===== src/rtl/wave_channel_gen.sv =====
// Wave-table sound channel: plays 4-bit samples from banked wave RAM at a
// programmable rate, with length counter, volume shifter and DAC gating.
module wave_channel_gen #(
  parameter int unsigned NSAMPLES = 32,
  parameter int unsigned NBANKS   = 1,
  parameter int unsigned FREQ_W   = 11,
  parameter int unsigned LEN_W    = 8,
  localparam int unsigned AW = $clog2(NBANKS * NSAMPLES / 2),
  localparam int unsigned IW = $clog2(NSAMPLES)
) (
  input  logic              cery_2mhz,
  input  logic              apu_reset,
  input  logic              tick_256hz,
  input  logic              dac_en,
  input  logic              trig,
  input  logic              len_en,
  input  logic              len_load,
  input  logic [LEN_W-1:0]  len_val,
  input  logic [FREQ_W-1:0] freq,
  input  logic [1:0]        vol_code,
  input  logic              bank_sel,
  input  logic              chain,
  input  logic              cpu_we,
  input  logic              cpu_re,
  input  logic [AW-1:0]     cpu_addr,
  input  logic [7:0]        cpu_wdata,
  output logic [7:0]        cpu_rdata,
  output logic              active,
  output logic [3:0]        sample_out,
  output logic [IW:0]       pos
);

  localparam int unsigned     DEPTH   = NBANKS * NSAMPLES / 2;
  localparam logic [LEN_W:0]  LC_FULL = {1'b1, {LEN_W{1'b0}}};
  localparam logic [LEN_W:0]  LC_ONE  = {{LEN_W{1'b0}}, 1'b1};

  logic [7:0]        mem [DEPTH];
  logic [IW-1:0]     idx;
  logic              play_bank;
  logic              chain_l;
  logic [FREQ_W-1:0] ft;
  logic [LEN_W:0]    lc;
  logic [3:0]        sample_buf;

  logic              trig_go;
  logic              ft_wrap;
  logic              len_tick;
  logic              len_expire;
  logic              cpu_bank;
  logic              cpu_busy;
  logic              next_bank;
  logic [IW-1:0]     next_idx;
  logic [AW-1:0]     fetch_addr;
  logic [7:0]        fetch_byte;
  logic [3:0]        fetch_nib;

  generate
    if (NBANKS == 2) begin : g_two_banks
      assign cpu_bank   = cpu_addr[AW-1];
      assign fetch_addr = {next_bank, next_idx[IW-1:1]};
    end else begin : g_one_bank
      assign cpu_bank   = 1'b0;
      assign fetch_addr = next_idx[IW-1:1];
    end
  endgenerate

  always_comb begin
    trig_go    = trig && dac_en;
    ft_wrap    = (ft == '1);
    next_idx   = idx + 1'b1;
    next_bank  = play_bank ^ (chain_l && (idx == '1));
    len_tick   = tick_256hz && len_en && (lc != '0) && !len_load && !trig_go;
    len_expire = len_tick && (lc == LC_ONE);
    cpu_busy   = active && (chain_l || (cpu_bank == play_bank));
    fetch_byte = mem[fetch_addr];
    fetch_nib  = next_idx[0] ? fetch_byte[3:0] : fetch_byte[7:4];
  end

  always_comb begin
    sample_out = '0;
    if (active) begin
      case (vol_code)
        2'd1:    sample_out = sample_buf;
        2'd2:    sample_out = sample_buf >> 1;
        2'd3:    sample_out = sample_buf >> 2;
        default: sample_out = '0;
      endcase
    end
  end

  assign pos = {play_bank, idx};

  always_ff @(posedge cery_2mhz) begin
    if (apu_reset) begin
      active     <= 1'b0;
      idx        <= '0;
      play_bank  <= 1'b0;
      chain_l    <= 1'b0;
      ft         <= '0;
      lc         <= '0;
      sample_buf <= '0;
      cpu_rdata  <= '0;
    end else begin
      if (len_load) begin
        lc <= LC_FULL - {1'b0, len_val};
      end else if (trig_go) begin
        if (lc == '0) lc <= LC_FULL;
      end else if (len_tick) begin
        lc <= lc - LC_ONE;
      end

      if (!dac_en) begin
        active <= 1'b0;
      end else if (trig) begin
        active <= 1'b1;
      end else if (len_expire) begin
        active <= 1'b0;
      end

      // A trigger restarts the sequence without fetching; the old sample_buf keeps playing.
      if (trig_go) begin
        idx       <= '0;
        ft        <= freq;
        play_bank <= (NBANKS == 2) && bank_sel;
        chain_l   <= (NBANKS == 2) && chain;
      end else if (active) begin
        if (ft_wrap) begin
          ft         <= freq;
          idx        <= next_idx;
          play_bank  <= next_bank;
          sample_buf <= fetch_nib;
        end else begin
          ft <= ft + 1'b1;
        end
      end

      if (cpu_re) cpu_rdata <= cpu_busy ? 8'hFF : mem[cpu_addr];
    end
  end

  always_ff @(posedge cery_2mhz) begin
    if (cpu_we && !cpu_busy && !apu_reset) mem[cpu_addr] <= cpu_wdata;
  end

endmodule


===== config.mk =====
export PLATFORM = sky130hd
export DESIGN_NAME = wave_channel_gen
export DESIGN_NICKNAME = d
export VERILOG_FILES = /design/src/rtl/wave_channel_gen.sv
export SDC_FILE = /design/constraint.sdc
export NUM_CORES = 1
export LEC_CHECK = 0
export BUFFER_PORTS_ARGS = -buffer_cell sky130_fd_sc_hd__clkbuf_2
export CORE_UTILIZATION = 60
export DETAILED_ROUTE_END_ITERATION = 16
export HOLD_SLACK_MARGIN = 0.1
export PLACE_DENSITY_LB_ADDON = 0.12
export SETUP_SLACK_MARGIN = 0.05
export SYNTH_ARGS = -nofsm -noshare
export SYNTH_HDL_FRONTEND = slang
export SYNTH_SLANG_ARGS = --single-unit

===== constraint.sdc =====
create_clock -name cery_2mhz -period 4.15 [get_ports cery_2mhz]
set_input_delay 0.83 -clock cery_2mhz [delete_from_list [all_inputs] [get_ports cery_2mhz]]
set_output_delay 0.83 -clock cery_2mhz [all_outputs]
set_load 0.01 [all_outputs]

### Yosys cells after proc, flatten, opt, wreduce, memory -nomap -nowiden

Memory sizes are Yosys's and may differ from the RTL's.
Cells that the tools add are included.

| operators by class | value |
|---|---|
| add/subtract/negate cells | 4 |
| mux-type cells | 15 |
| equality and inequality tests | 6 |
| bitwise logic cells | 2 |
| reductions and logical operators | 22 |

Operators by type and width:

| kind | count |
|---|---|
| two-way mux 9 bit | 4 |
| two-way mux 11 bit | 3 |
| case mux 4 bit (3 select lines) | 1 |
| adder 11 x 1 -> 11 bit (second input constant) | 1 |
| equality test 11 bit (second input constant) | 1 |
| equality test 9 x 1 -> 1 bit (second input constant) | 1 |
| logical NOT 9 bit | 1 |
| nonzero test 9 bit | 1 |
| subtractor 9 x 1 -> 9 bit (second input constant) | 1 |
| subtractor 9 x 8 -> 9 bit (first input constant) | 1 |
| logical AND 1 bit | 8 |
| two-way mux 4 bit | 2 |
| two-way mux 8 bit | 1 |
| adder 5 x 1 -> 5 bit (second input constant) | 1 |
| equality test 2 bit (second input constant) | 2 |
| logical NOT 1 bit | 4 |
| two-way mux 1 bit | 4 |
| AND reduction 2 bit | 2 |
| nonzero test 2 bit | 2 |
| OR reduction 2 bit | 2 |
| inequality test 3 x 2 -> 1 bit (second input constant) | 1 |
| AND reduction 3 bit | 1 |
| nonzero test 3 bit | 1 |
| equality test 2 x 1 -> 1 bit (second input constant) | 1 |
| inverter 1 bit | 2 |

| word-level totals | value |
|---|---|
| memory bits (writable) | 128 |
| output and inout port bits | 19 |
| memories kept | 1 |
| bits in registers | 38 |

Memories:

| memory | words | width | read ports | clocked after memory_dff | write ports | RTL line | text |
|---|---|---|---|---|---|---|---|
| mem | 16 | 8 | 2 | 0 | 1 | 37 | `logic [7:0] mem [DEPTH];` |

### Longest topological paths before layout

| depth | value |
|---|---|
| depth in word-level cells | 7 |
| depth in mapped cells | 10 |
| mapped depth without buffers | 8 |

### Least setup slack after synthesis

Ideal clock, no wire load.

| timing path | value |
|---|---|
| path kind | input-to-reg |
| start | in cpu_addr[1] |
| end | mem mem[1][0], enable pin |
| setup slack | 1.496 ns |
| arrival | 2.270 ns |
| required time | 3.767 ns |
| library setup time | 0.383 ns |
| buffers on the path | 2 |
| stages | 5 |
| cells stage by stage | clkbuf_1 > clkbuf_1 > nor3b_1 > nand3b_1 > nor3_1 |

RTL lines:

| what | RTL line | text |
|---|---|---|
| from (decl) | 25 | `input logic [AW-1:0] cpu_addr,` |
| to (decl) | 37 |  |

No word-level cell before the write port.

### Final worst setup path

| timing path | value |
|---|---|
| start | reg idx[0] |
| end | reg sample_buf[0] |

| between the ends | value |
|---|---|
| cells in the longest elaborated chain, start to end | 3 |

Ends and longest elaborated chain:

| what | RTL line | text |
|---|---|---|
| from (decl) | 38 | `logic [IW-1:0] idx;` |
| from (signal assigned) | 129 | `idx <= next_idx;` |
| adder 5 x 1 -> 5 bit | 70 | `next_idx = idx + 1'b1;` |
| net next_idx[1] | 52 | `logic [IW-1:0] next_idx;` |
| memory (16 x 8 bit) | - |  |
| two-way mux 4 bit | 76 | `fetch_nib = next_idx[0] ? fetch_byte[3:0] : fetch_byte[7:4];` |
| to (signal assigned) | 131 | `sample_buf <= fetch_nib;` |
| to (decl) | 43 | `logic [3:0] sample_buf;` |

The timed path passes the listed nets, and every way through them passes these cells.
A chain may end at the register's enable or synchronous reset.

==> run summary <==
PWR
----------------------------------------------------------------------------------------------------
Part of the total power dissipated in sequential elements                                      51.8%
Fraction of power consumed by combinational cells                                               8.2%
Largest voltage drop on the vdd net                                                        0.3347 mV
Switching power                                                                          0.0008072 W
Clock network fraction of design power                                                         40.1%
Sw frac                                                                                       22.65%
Ratio of total power to cell area                                                       382.2 nW/µm²
Leakage power of the design                                                                 3.089 nW
Internal power consumption                                                                0.002757 W

PLACEMENT
----------------------------------------------------------------------------------------------------
Total placed cells including tap cells                                                           819
Placed wire-length estimate after detailed placement                                        13940 µm
Input/output buffers                                                                              59
GP Congestion                                                                                 0.9434

YOSYS
----------------------------------------------------------------------------------------------------
Total nets after synthesis                                                                       648
Cell Area, Synth                                                                            8322 µm²
Dominant cells by area after synthesis                                                  edfxtp_1, mux4_2, dfxtp_1, nor2_1, nand2_1
Number of enable-type register cells in the synthesized netlist                                  128
FFs w/ async S/R, synth                                                                           0%
Number of warnings reported in the yosys synthesis log                                             0
Gate count of the mapped netlist                                                                 598
Flop and latch count out of synthesis                                                            166
Netlist cell types                                                                                66
Dominant cell type by area after synthesis                                                  edfxtp_1
Sequential fraction of the synthesis area                                                     55.33%
Portion of synthesized cell area occupied by the leading cell type                            46.19%
Most common flop cell mapped by yosys                                                       edfxtp_1
Average size of a mapped cell                                                              13.92 µm²

WORST SETUP PATH
----------------------------------------------------------------------------------------------------
Capturing element type of the critical path                                                 register
Worst endpoint required time                                                                 4.46 ns
Critical-path maximum fanout                                                                      19
Startpoint types                                                                            register
Critical Path AT                                                                             3.73 ns
Worst Setup Path Type                                                                        reg2reg

CTS
----------------------------------------------------------------------------------------------------
TritonCTS Sinks                                                                                  166
Clock Latency Late Sink                                                                      0.43 ns
CTS root buf                                                                               clkbuf_16
Maximum buffer depth of the clock tree                                                             2
Post-CTS Repair Setup Buffers                                                                      0
TritonCTS clock tree                                                                           built
Cts repair resizes                                                                                 0
Clock-pin slew reported for the worst setup and hold paths after clock tree synthesis        0.06 ns
CTS Hold Bufs                                                                                      0
Total CTS buffers                                                                                 17
Number of H-tree levels                                                                            4

STATUS
----------------------------------------------------------------------------------------------------
Run status                                                                              complete, no violations

GLOBAL ROUTING
----------------------------------------------------------------------------------------------------
Met3 Resource Use GR                                                                          6.939%
Maximum number of pins on one net before global-route repair                                      37
Met2 demand-to-capacity share in global routing                                               47.98%
Number of global-route vias before repair                                                       5515
GRT Residual Overflow                                                                              0
Met1 Use GR                                                                                   38.61%
Antenna violations before repair                                                                   0
Layer with the highest usage after global routing                                               met2
Total global-route track usage                                                                29.82%
Global-route wire length before repair                                                      31030 µm

CELLS AND AREA
----------------------------------------------------------------------------------------------------
Area growth from synthesis to layout                                                          12.09%
Proportion of layout cells with a drive suffix above 1                                        27.19%
Most common cell after layout, fill and taps aside                                          edfxtp_1
Sequential cell area                                                                        4604 µm²
Number of nets in the layout                                                                     712
FILL cells                                                                                       885
Most frequent cells in the layout                                                       edfxtp_1, nor2_1, mux4_2
Area of combinational cells with multiple inputs                                            3467 µm²
Count of antenna diodes in the layout                                                              0
Post-layout instance count excluding filler cells                                                849
Core occupancy in the finished layout                                                         69.61%

FLOORPLANNING
----------------------------------------------------------------------------------------------------
Die height                                                                                  119.8 µm
Horizontal die dimension                                                                    119.8 µm
Die footprint                                                                              14340 µm²
Core box area                                                                              13400 µm²
Number of top-level pins                                                                          63
Rows                                                                                              42
Initial core utilization                                                                      62.10%

TIMING
----------------------------------------------------------------------------------------------------
Setup Skew                                                                               0.005819 ns
Worst slew pin tran                                                                         1.021 ns
Total negative slack                                                                            0 ns
Maximum clock rate                                                                        0.2930 GHz
Hold violation count in the final report                                                           0
Worst Hold Margin                                                                          0.4830 ns
RSZ-0062 raised after global routing                                                           false
Final critical delay including setup and external delays                                    3.413 ns
Total setup violations reported at the end of the flow                                             0
Final slew viol count                                                                              0
Share of the clock period used by the worst path after layout                                 82.24%
Worst slew margin relative to its limit                                                       31.78%

JOB
----------------------------------------------------------------------------------------------------
MaxCap Viol Count                                                                                  0

MIN PATH
----------------------------------------------------------------------------------------------------
Worst min path class                                                                         reg2reg

ROUTING
----------------------------------------------------------------------------------------------------
Final Routed Wirelength                                                                     20040 µm
Average routed wire per standard cell                                                       23.60 µm
DR iter-0 viols                                                                                  720
Total via count in the routed design                                                            5728
Number of remaining DRC errors                                                                     0
Number of vias per cell after detailed routing                                                 6.747
TritonRoute pass-1 iters                                                                           5
Antenna-violating nets left                                                                        0

==> flip-flops by register name (all words and copies together), names as in the netlist <==
name,count
active,1
cpu_rdata,8
ft,11
idx,5
lc,9
mem,128
sample_buf,4
==> routing by layer <==
metal	vias up	wire length (µm)
met5	-	0
met4	0	719
met3	64	1850
met2	355	9748
met1	2790	7721
li1	2519	-
==> per-stage QoR <==
| step | total power, W | cell area, µm² | worst slack (ns) |
|---|---|---|---|
| finish | 0.003565 | 9328 | 0.7369 |
| global route | 0.003674 | 9328 | 0.6036 |
| CTS | 0.003577 | 9328 | 0.8339 |
| detailed placement | 0.002167 | 8791 | 0.8493 |
| global placement | 0.002156 | 8791 | 0.9434 |
| floorplan | 0.002067 | 8322 | 1.496 |
==> power by group through the flow <==
| stage | clock network (W) | logic (W) | registers [W] |
|---|---|---|---|
| after detailed placement | 0 | 0.000287 | 0.00188 |
| after floorplan | 0 | 0.000192 | 0.00187 |
| after global routing | 0.00151 | 0.000316 | 0.00185 |
| final | 0.00143 | 0.000291 | 0.00185 |
| after global placement | 0 | 0.000279 | 0.00188 |
| after CTS | 0.00144 | 0.000289 | 0.00184 |
==> worst paths after layout <==
check,start,endpoint,slack (ns),cells past startpoint
worst min register to register,sample_buf[0]$_SDFFE_PP0P_,sample_buf[0]$_SDFFE_PP0P_,0.48,1
worst max register to register,idx[0]$_SDFFE_PP0P_,sample_buf[0]$_SDFFE_PP0P_,0.74,6
worst max-delay path,idx[0]$_SDFFE_PP0P_,sample_buf[0]$_SDFFE_PP0P_,0.74,6
worst min-delay path,sample_buf[0]$_SDFFE_PP0P_,sample_buf[0]$_SDFFE_PP0P_,0.48,1
==> logic make-up (layout without fill, tap and decap cells) <==
kind of cell    Yosys count  in the layout  share of synthesized area, %
simple gates            197            197                         11.73
flops                   166            166                         55.33
fa+ha+maj                 6              6                        0.9021
xor+xnor                 14             14                         1.880
buf+inv                  43            118                         3.007
mux                      73             73                         19.03
other cells               1              1                       0.04506
compound gates           98             98                         8.074
==> synth_stat cells (all sizes together) (7+ instances only) <==
master,n
nor3b,8
a21oi,19
nand2b,10
nand2,36
dfxtp,38
a31oi,7
mux4,67
o21ai,13
nand3,16
edfxtp,128
inv,7
xnor2,9
nor3,21
o22ai,12
buf,18
nor2,69
clkbuf,18
==> cell type report <==
| cell class | instances | share of cell area (%) |
|---|---|---|
| clock buffer | 18 | 4.601 |
| clock inverter | 12 | 1.154 |
| inverter | 7 | 0.2817 |
| multi-input combinational | 389 | 37.17 |
| sequential | 166 | 49.36 |
| tap | 176 | 2.361 |
| timing repair buffer | 81 | 5.070 |
==> critical path, stage by stage, from the launching register on <==
cell	delay, ns
dfxtp_1	0.74
ha_1	0.71
buf_4	0.49
mux4_2	0.56
o22ai_1	0.32
a22oi_1	0.18
a32o_1	0.27
(Power assumes the default switching activity.)
